<file path="src/rtl/inst_fetch_queue.sv">
// Instruction fetch queue: absorbs up-to-8-word icache returns and feeds
// decode up to two instructions (with PCs) per cycle, with single-cycle flush.
module inst_fetch_queue #(
    parameter int unsigned DEPTH  = 16,
    parameter int unsigned ADDR_W = 4
) (
    input  logic              clk,
    input  logic              resetn,
    input  logic              flush,
    input  logic              in_valid,
    output logic              in_ready,
    input  logic [255:0]      in_data,
    input  logic [3:0]        in_num,
    input  logic [31:0]       in_pc,
    output logic              out_valid0,
    output logic              out_valid1,
    output logic [31:0]       out_inst0,
    output logic [31:0]       out_inst1,
    output logic [31:0]       out_pc0,
    output logic [31:0]       out_pc1,
    input  logic [1:0]        out_pop,
    output logic [ADDR_W:0]   count
);

    localparam int unsigned CW    = ADDR_W + 1;
    localparam int unsigned MAX_W = 8;

    logic [ADDR_W-1:0] head_q, head_d;
    logic [ADDR_W-1:0] tail_q, tail_d;
    logic [CW-1:0]     cnt_q, cnt_d;

    logic [31:0] inst_q [DEPTH];
    logic [31:0] inst_d [DEPTH];
    logic [31:0] pc_q   [DEPTH];
    logic [31:0] pc_d   [DEPTH];

    logic              push;
    logic [3:0]        push_n;
    logic [1:0]        pop_req;
    logic [1:0]        pop_p;
    logic [ADDR_W-1:0] off;
    logic [ADDR_W-1:0] head1;

    // Threshold on registered occupancy guarantees room for a full 8-word return.
    assign in_ready = (cnt_q <= CW'(DEPTH - MAX_W));
    assign push     = in_valid && in_ready && !flush;

    // Pointer and occupancy update
    always_comb begin
        push_n  = '0;
        if (push) begin
            push_n = (in_num > 4'd8) ? 4'd8 : in_num;
        end
        pop_req = (out_pop == 2'd3) ? 2'd2 : out_pop;
        pop_p   = (CW'(pop_req) > cnt_q) ? cnt_q[1:0] : pop_req;
        head_d  = head_q + ADDR_W'(pop_p);
        tail_d  = tail_q + ADDR_W'(push_n);
        cnt_d   = cnt_q + CW'(push_n) - CW'(pop_p);
        if (flush) begin
            head_d = '0;
            tail_d = '0;
            cnt_d  = '0;
        end
    end

    // Each entry picks its word by its distance from tail; wraps naturally.
    always_comb begin
        off = '0;
        for (int i = 0; i < DEPTH; i++) begin
            inst_d[i] = inst_q[i];
            pc_d[i]   = pc_q[i];
            off       = ADDR_W'(i) - tail_q;
            if (CW'(off) < CW'(push_n)) begin
                inst_d[i] = in_data[{off[2:0], 5'd0} +: 32];
                pc_d[i]   = in_pc + (32'(off) << 2);
            end
        end
    end

    always_ff @(posedge clk or negedge resetn) begin
        if (!resetn) begin
            head_q <= '0;
            tail_q <= '0;
            cnt_q  <= '0;
        end else begin
            head_q <= head_d;
            tail_q <= tail_d;
            cnt_q  <= cnt_d;
        end
    end

    // Entry storage carries no reset; validity comes from cnt_q alone.
    always_ff @(posedge clk) begin
        for (int i = 0; i < DEPTH; i++) begin
            inst_q[i] <= inst_d[i];
            pc_q[i]   <= pc_d[i];
        end
    end

    assign head1      = head_q + ADDR_W'(1);
    assign out_valid0 = (cnt_q != '0);
    assign out_valid1 = (cnt_q >= CW'(2));
    assign out_inst0  = out_valid0 ? inst_q[head_q] : '0;
    assign out_pc0    = out_valid0 ? pc_q[head_q]   : '0;
    assign out_inst1  = out_valid1 ? inst_q[head1]  : '0;
    assign out_pc1    = out_valid1 ? pc_q[head1]    : '0;
    assign count      = cnt_q;

endmodule

</file>
<file path="config.mk">
export PLATFORM = sky130hd
export DESIGN_NAME = inst_fetch_queue
export DESIGN_NICKNAME = d
export VERILOG_FILES = /design/src/rtl/inst_fetch_queue.sv
export SDC_FILE = /design/constraint.sdc
export NUM_CORES = 2
export LEC_CHECK = 0
export CAP_MARGIN = 10
export CELL_PAD_IN_SITES_DETAIL_PLACEMENT = 1
export CELL_PAD_IN_SITES_GLOBAL_PLACEMENT = 2
export CORE_UTILIZATION = 40
export CTS_CLUSTER_SIZE = 30
export DETAILED_ROUTE_END_ITERATION = 7
export MAX_ROUTING_LAYER = met4
export PLACE_DENSITY = 0.81
export SYNTH_ARGS = -nofsm -noshare
export SYNTH_HDL_FRONTEND = slang
export SYNTH_SLANG_ARGS = --single-unit
</file>
<file path="constraint.sdc">
create_clock -name clk -period 8.7 [get_ports clk]
set_input_delay 2.175 -clock clk [delete_from_list [all_inputs] [get_ports clk]]
set_output_delay 2.175 -clock clk [all_outputs]
set_load 0.1 [all_outputs]
</file>
==> flow_summary.toml <==
[sta]
worst_slew_pin_slew_ns = 1.33
drv_slew = 0
setup-tns-final_ns = 0
fin_crit_ns = 7.80
post-route-period-util = 0.896
rsz0062_at_grt = "false"
max_clock_freq_mhz = 128
timing_hold_violations_final = 0
setup_viol_count_final = 0
finalClockSkew_ns = 0.0854
maxSlewHeadroom = 0.109
postLayoutSetupSlackWorst_ns = 0.902

[clock_network]
clock-root-buffer = "clkbuf_16"
clk_pin_slew_ns = 0.06
htreeDepth = 3
clk_path_buf_depth = 3
cts_buffers = 113
post_cts_resized = 0
cts_sinks = 1037
ctsHoldBuffers = 0
insertion_delay_ns = 0.78
cts_tree = "yes"
cts_setup_buffers = 0

[route]
drt-wirelength-per-cell_um = 32.3
drc = 0
route.vias.total = 44200
drt.antenna.violating_nets = 0
met3WireLength_um = 20800
wl_met1_um = 88500
drt_wl_total_um = 229000
dr_wl_met2_um = 111000
first_pass_iters = 5
via_per_inst = 6.26
top_layer = "met4"
drt-initial-drc-count = 4686

[logic_synthesis]
ys_ff_latch = 1037
synth_cell_types = 47
ys_seq_area_frac = 0.482
synth_warnings = 0
synth_fp_nets = 4940
netlist_instances = 4553
postSynthAreaPerCell_um2 = 14.2
synth_ff_type = "edfxtp_1"
async_flop_share = 0.0125
synth-edff-count = 1024
synthesis.area_um2 = 64500

[worst_setup_path]
crit_required_ns = 6.53
cp-start-kind = "flop"
regToRegStartpoint = "tail_q[1]"
crit_path_start = "head_q[0]"
cp-end-kind = "output port"
arrival_ns = 5.62
setup.worst_path.end = "out_inst1[31]"
reg2reg_depth = 9
cp_max_fo = 63
setup.worst_path.class = "flop to output port"
r2r_end = "pc_q[5][16]"
ff2ff_setup_slack_ns = 3.35

[finish]
final-seq-area_um2 = 31100
finish.net_count = 5189
mostFrequentLayoutCell = "edfxtp_1"
fill_cells = 15800
utilization = 0.469
drive_gt1_frac = 0.227
multi_input_area_um2 = 31800
fin_area_um2 = 75200
final_cell_mix = "1024 x edfxtp_1, 1004 x nand2_1, 768 x mux4_2"
synthToLayoutAreaGrowth_pct = 16.6

[global_route]
grt_pass1_vias = 46200
grt_pass1_wl_um = 330000
antenna_found_initial = 14
overflow = 0
grt_max_degree = 151
grt_use_total = 0.289

[floorplan]
rows = 147
die_y_um = 404
die-width_um = 404
coreArea_um2 = 160000
dieArea_um2 = 163000
start_util = 0.402
ios = 434

[pwr]
vdd_drop_max_mv = 0.614
power_mw = 30.2
p_leak_nw = 24.6
power_density_nw_per_um2 = 402

[job]
cap_violations = 0

[placed_design]
place_ws_ns = 1.57
dp_hpwl_um = 146000
place_congestion = 0.894
io_buffers = 433
post_dp_cell_area_um2 = 71100

[min_path]
hold_path.class = "flop to flop"

[outcome]
status = "finished clean"
-- layout make-up --
class,count,share of cell area
Multi-Input combinational cell,3061,0.423
Sequential cell,1037,0.414
Timing Repair Buffer,546,0.0714
Clock buffer,132,0.0390
Tap cell,2160,0.0359
Clock inverter,78,0.0143
Inverter,43,0.00215
Antenna cell,12,0.000399
-- sequential cells by signal, summed over array words and instances (netlist names) --
name	flops
inst_q	512
pc_q	512
count	5
head_q	4
tail_q	4
-- power by group --
part | total (mW) | internal [mW] | switching (mW)
clock | 5.20 | 3.05 | 2.15
sequential | 7.89 | 7.23 | 0.660
combinational | 17.1 | 5.52 | 11.6
-- cells in the mapped netlist (all sizes together) (5+ instances only) --
cell	instances	area share
xnor2	273	0.037
mux2i	257	0.040
a21oi	49	0.0038
edfxtp	1024	0.48
fa	9	0.0028
nand2b	10	0.00097
mux4	768	0.27
clkbuf	201	0.012
nand3	15	0.0013
nand2	1007	0.059
a21o	38	0.0044
and3	10	0.00097
inv	43	0.0025
buf	211	0.016
o22ai	128	0.012
nor2	148	0.0087
nand4	6	0.00068
o21bai	5	0.00058
ha	80	0.016
nor2b	6	0.00058
xor2	184	0.025
and2	8	0.00078
nor3	33	0.0026
o21ai	7	0.00054
dfrtp	13	0.0050
-- kinds of logic after synthesis --
kind of cell	share of synthesized area
xor+xnor	0.0621
buf+inv	0.0298
fa+ha+maj	0.0183
compound gates	0.0221
simple gates	0.0780
flops	0.482
mux	0.308
-- worst max-delay path, cell delays in order (launching register included) --
cell,delay [ns]
dfrtp_4,0.82
buf_4,0.85
buf_4,0.82
mux4_2,0.36
mux2i_1,0.09
o22ai_1,0.55
clkdlybuf4s50_1,1.27
-- per-stage QoR --
step / instances / hold slack (ns)
after global placement: 6845 / 0.649
final: 7069 / 0.692
after detailed placement: 6845 / 0.674
after global routing: 7069 / 0.718
after CTS: 7055 / 0.692
after floorplan: 4553 / 0.561
-- routing by layer --
layer | global-route usage | vias up
met5 | - | -
met4 | 0.102 | 0
met3 | 0.0540 | 408
met2 | 0.465 | 2381
met1 | 0.368 | 23400
li1 | - | 18000
-- how the worst min path moves through the flow --
stage               slack, ns  cells past startpoint  startpoint        end
finish                   0.69                      2   head_q[3]  head_q[3]
global route             0.72                      2   head_q[3]  head_q[3]
CTS                      0.69                      2   head_q[3]  head_q[3]
detailed placement       0.67                      2   head_q[3]  head_q[3]
global placement         0.65                      2   head_q[3]  head_q[3]
floorplan                0.56                      2   head_q[3]  head_q[3]
Power figures use the tool's default switching activity.
